### src/rtl/fifo_in_packer.sv
// Packs a stream of 32-bit words into 256-bit words for a FIFO write port.
// A flush pulse closes a partial word with zero padding in the unfilled upper lanes.
module fifo_in_packer #(
    parameter int IN_WIDTH  = 32,
    parameter int OUT_WIDTH = 256,
    parameter int CNT_WIDTH = 16
) (
    input  logic                 clk,
    input  logic                 rst,
    input  logic                 in_valid,
    input  logic [IN_WIDTH-1:0]  in_data,
    output logic                 in_ready,
    input  logic                 flush,
    input  logic                 out_full,
    output logic                 out_en,
    output logic [OUT_WIDTH-1:0] out_data,
    output logic [2:0]           lane_cnt,
    output logic [CNT_WIDTH-1:0] pack_cnt
);
    localparam int RATIO = OUT_WIDTH / IN_WIDTH;

    localparam logic [0:0] ST_FILL  = 1'b0;
    localparam logic [0:0] ST_FLUSH = 1'b1;

    // Handshake: a word moves on every clk edge where in_valid and in_ready are both high;
    // the downstream FIFO takes out_data on every clk edge where out_en is high.
    logic [0:0]           state;
    logic [OUT_WIDTH-1:0] pack_reg;
    logic [OUT_WIDTH-1:0] out_buf;
    logic                 out_vld;
    logic                 last_lane;
    logic                 accept;
    logic                 word_done;
    logic                 buf_free;
    logic                 flush_load;
    logic                 flush_go;
    logic [7:0]           lane_base;

    assign last_lane = (lane_cnt == 3'(RATIO - 1));
    assign out_en    = out_vld & ~out_full & ~rst;
    assign out_data  = out_buf;
    assign in_ready  = ~rst & (state == ST_FILL) & (~last_lane | ~out_vld | ~out_full);

    assign accept     = in_valid & in_ready;
    assign word_done  = accept & last_lane;
    assign buf_free   = ~out_vld | out_en;
    assign flush_load = (state == ST_FLUSH) & buf_free;
    // A flush that lands on the completing lane has nothing left to pad.
    assign flush_go   = (state == ST_FILL) & flush & ~word_done & ((lane_cnt != 3'd0) | accept);
    assign lane_base  = {lane_cnt, 5'd0};

    always_ff @(posedge clk) begin
        if (rst) begin
            state    <= ST_FILL;
            pack_reg <= '0;
            out_buf  <= '0;
            out_vld  <= 1'b0;
            lane_cnt <= 3'd0;
            pack_cnt <= '0;
        end else begin
            if (word_done || flush_load) begin
                out_vld <= 1'b1;
            end else if (out_en) begin
                out_vld <= 1'b0;
            end

            if (out_en) begin
                pack_cnt <= pack_cnt + 1'b1;
            end

            if (word_done) begin
                out_buf  <= {in_data, pack_reg[OUT_WIDTH-IN_WIDTH-1:0]};
                pack_reg <= '0;
                lane_cnt <= 3'd0;
            end else if (accept) begin
                pack_reg[lane_base +: IN_WIDTH] <= in_data;
                lane_cnt <= lane_cnt + 3'd1;
            end

            // Unfilled lanes of pack_reg are already zero, so the padded word is pack_reg as is.
            if (flush_load) begin
                out_buf  <= pack_reg;
                pack_reg <= '0;
                lane_cnt <= 3'd0;
                state    <= ST_FILL;
            end else if (flush_go) begin
                state <= ST_FLUSH;
            end
        end
    end
endmodule

### config.mk
export PLATFORM = sky130hd
export DESIGN_NAME = fifo_in_packer
export DESIGN_NICKNAME = d
export VERILOG_FILES = /design/src/rtl/fifo_in_packer.sv
export SDC_FILE = /design/constraint.sdc
export NUM_CORES = 1
export LEC_CHECK = 0
export BUFFER_PORTS_ARGS = -buffer_cell sky130_fd_sc_hd__buf_4
export CELL_PAD_IN_SITES_DETAIL_PLACEMENT = 0
export CELL_PAD_IN_SITES_GLOBAL_PLACEMENT = 2
export CORE_MARGIN = 3
export CORE_UTILIZATION = 30
export DETAILED_ROUTE_END_ITERATION = 7
export GPL_ROUTABILITY_DRIVEN = 1
export PLACE_DENSITY = 0.71
export RECOVER_POWER = 50
export SETUP_SLACK_MARGIN = 0.5
export SLEW_MARGIN = 10
export SYNTH_ARGS = -nofsm -noshare
export SYNTH_HDL_FRONTEND = slang
export SYNTH_SLANG_ARGS = --single-unit
### constraint.sdc
create_clock -name clk -period 1.9 [get_ports clk]
set_input_delay 0.19 -clock clk [delete_from_list [all_inputs] [get_ports clk]]
set_output_delay 0.19 -clock clk [all_outputs]
set_load 0.02 [all_outputs]
==> impl_results.rst <==
.. list-table::
   :header-rows: 1

   * - Metric
     - Value
   * - HP Class
     - in2reg
   * - H-tree levels
     - 2
   * - Required time worst endpoint
     - roughly 2.4 ns
   * - LEAKAGE
     - ~9.8 nW
   * - Share of the clock period used by the worst path
     - 112%
   * - Critical Path Fanout Max
     - 9
   * - Least setup slack across all paths after layout
     - -0.237 ns
   * - Final-layout fill cell count
     - ~6300
   * - Syn nets
     - about 2200
   * - Wire length of the first global-routing pass
     - around 100000 um
   * - Share of the synthesized area in the top cell type
     - 55.3%
   * - Number of failing setup endpoints in the final timing report
     - about 350
   * - Final routed DRC violation total
     - 0
   * - Number of synthesized flops with an enable pin
     - 0
   * - Outcome
     - finished, violations left
   * - Slew of the pin with the lowest slew margin
     - 0.783 ns
   * - Violated checks
     - negative setup slack
   * - Count of distinct cell types in the synthesized netlist
     - 38
   * - Worst slew margin relative to its limit
     - between 40% and 50%
   * - Clock sink count
     - 533
   * - Clock latency on the worst-skew pair
     - a little over 0.6 ns
   * - Syn Area/Cell
     - between 8 and 9 um2
   * - Reg2reg path depth
     - 12
   * - Average wire length per cell after detail routing
     - ~21 um
   * - Die Y
     - between 200 and 300 um
   * - Top cells by area in the synthesized netlist
     - dfxtp_1, nand2_1, o31ai_1
   * - Number of antenna violations at the first check in global routing
     - 4
   * - Count of final hold-check violations
     - 0
   * - Category of the worst setup path launch point
     - flop
   * - Worst VDD drop
     - roughly 0.66 mV
   * - Placer Congestion
     - between 0.8 and 0.9
   * - Overflow left after global routing
     - 0
   * - Min cycle time layout
     - 2.14 ns
   * - Core outline area
     - 63300 um2
   * - Leading area contributor after synthesis
     - dfxtp_1
   * - DIE AREA
     - 67400 um2
   * - Synth Cell Area
     - slightly below 20000 um2
   * - Ys async rst share
     - 0%
   * - Minimum setup slack after placement
     - -0.146 ns
   * - Count of cells along the worst hold path
     - 4
   * - Kind of end point of the critical path
     - flop
   * - Worst Skew
     - about 0.015 ns
   * - Maximum clock rate
     - 468 MHz
   * - Clock input transition at the sequential cells of the worst setup and hold paths
     - 0.06 ns
   * - DIE WIDTH
     - approximately 260 um
   * - Detailed placer's ending HPWL
     - around 46000 um
   * - Power per cell area
     - 896 nW/um2
   * - DRT iter0 DRCs
     - 1123
   * - Share of cells above drive strength 1
     - between 20% and 30%
   * - #FFs+latches synth
     - roughly 530
   * - Dominant synthesized flop cell
     - dfxtp_1
   * - Initial core utilization
     - between 30% and 40%
   * - Net count of the finished layout
     - about 2600
   * - Post-synthesis cell count
     - around 2200
   * - Quantity of I/O buffers inserted on ports
     - 313
   * - Largest net degree at the start of global routing
     - between 100 and 150
   * - Global routing usage summed across all routing layers
     - between 10% and 20%
   * - CTS Root Buffer Type
     - clkbuf_16
   * - Pre-antenna DRT Iters
     - 5
   * - Post-detailed-route count of antenna-violating nets
     - 0
   * - Seq. cell area
     - ~11000 um2
   * - Setup repair after global routing missed its margin
     - yes
   * - Maximum clock path buffer count
     - 3
   * - FP Rows
     - about 90
   * - Type of the worst setup path
     - reg2reg
   * - Sum of routed wire length over all layers
     - 73700 um
   * - Via count
     - approximately 17000
   * - Warnings from Yosys
     - 0
   * - Number of max-cap violations
     - 0
   * - Area growth from synthesis to layout
     - 48.4%
   * - Total chip power
     - between 20 and 30 mW
   * - I/O pins
     - about 310
   * - TritonCTS clock tree
     - yes
   * - Area of combinational cells with multiple inputs
     - approximately 9800 um2
   * - Worst endpoint data arrival time
     - ~2.6 ns
   * - Max-slew violations
     - 0
   * - Number of global-route vias before repair
     - approximately 16000
   * - Sequential element share of the synthesized area
     - a little under three fifths
   * - Routed via count divided by cell count
     - 5.01
   * - TritonCTS buffer count
     - 60
   * - Minimum hold slack
     - about 0.052 ns
[power breakdown]
part           total, mW  internal [mW]  switching, mW
sequential          11.3           11.3         0.0627
clock               12.1           7.23           4.83
combinational       2.28          0.792           1.48
total               25.7           19.3           6.38
[stage by stage]
step | cell area, um2 | instances | utilization (%) | TNS, ns
floorplan | 20500 | 2186 | - | -0.202
global placement | 24000 | 3262 | 37.9 | -6.07
detailed placement | 24000 | 3262 | 37.9 | -15.85
CTS | 27400 | 3441 | 43.2 | -33.76
global route | 28600 | 3484 | 45.2 | -80.17
finish | 28600 | 3485 | 45.2 | -41.82
[worst paths after layout]
kind	start	to	slack (ns)
worst min-delay path	out_full	pack_cnt[0]$_SDFFE_PP0P_	0.05
worst max register to register	lane_cnt[1]$_SDFFE_PP0P_	pack_reg[178]$_SDFFE_PP0P_	-0.24
worst max-delay path	lane_cnt[1]$_SDFFE_PP0P_	pack_reg[178]$_SDFFE_PP0P_	-0.24
worst min register to register	pack_reg[96]$_SDFFE_PP0P_	out_data[96]$_SDFFE_PP0P_	0.45
[synth_stat cells, drive strengths merged, types with 2 or more instances]
| cell type | number |
|---|---|
| nand2 | 551 |
| dfxtp | 533 |
| nand3 | 234 |
| a21oi | 232 |
| o31ai | 192 |
| buf | 100 |
| clkbuf | 94 |
| mux2i | 65 |
| nor2 | 48 |
| o21ai | 40 |
| a211oi | 32 |
| nand4 | 12 |
| xor2 | 8 |
| ha | 7 |
| or3 | 6 |
| and2 | 5 |
| inv | 5 |
| nor2b | 4 |
| and3 | 3 |
| xnor2 | 3 |
| and3b | 2 |
| and4 | 2 |
| o21a | 2 |
[cell usage in the layout (no fill, tap or decap), types with 61 or more instances in the layout]
master and instances:
a21oi_1 230, buf_4 227, clkbuf_1 162, clkbuf_16 80
dfxtp_1 529, mux2i_1 64, nand2_1 548, nand3_1 84
nand3_2 125, o31ai_1 89, o31ai_2 61
[layout make-up]
cell class / count / area share [%]
Multi-Input combinational cell: 1454 / 34.0
Timing Repair Buffer: 533 / 17.6
Tap cell: 846 / 3.70
Sequential cell: 533 / 37.3
Clock inverter: 23 / 0.961
Clock buffer: 89 / 6.29
Antenna cell: 2 / 0.0175
Inverter: 5 / 0.0655
[routing by layer]
layer / vias to the layer above / part of all wire [%] / GRT usage (%)
met2: 407 / 48 / 32.5
li1: 8441 / - / -
met1: 8530 / 46 / 27.6
met3: 75 / 5.1 / 3.59
met5: - / 0.018 / 0
met4: 2 / 1.6 / 4.53
[critical path, cell delays in order (launching register included)]
cell and delay, ns:
dfxtp_4 0.35, ha_4 0.17, ha_4 0.17, a311oi_4 0.26, buf_4 0.18, buf_8 0.11
buf_12 0.11, nand4_4 0.09, buf_12 0.18, buf_12 0.13, buf_16 0.14, nand3_4 0.06
o31ai_4 0.06
[timing repair]
item | 4_1_cts | 5_1_grt
pin swaps | 39 | 7
cloned | 12 | 29
hold buffers | 34 | 0
buffers inserted | 21 | 13
setup endpoints to repair | 553 | 564
hold endpoints to repair | 99 | 0
resized for setup | 98 | 198
[cell families after synthesis]
| logic type | Yosys count | share of synthesized area (%) |
|---|---|---|
| AND/OR/NAND/NOR | 870 | 19.6 |
| flip-flops | 533 | 55.3 |
| AO/OA/AOI/OAI | 501 | 16.1 |
| buffers and inverters | 199 | 4.78 |
| multiplexers | 65 | 3.37 |
| XOR/XNOR | 11 | 0.499 |
| adder cells (fa/ha/maj) | 7 | 0.454 |
Note: power is estimated with default switching activity, not from simulation.
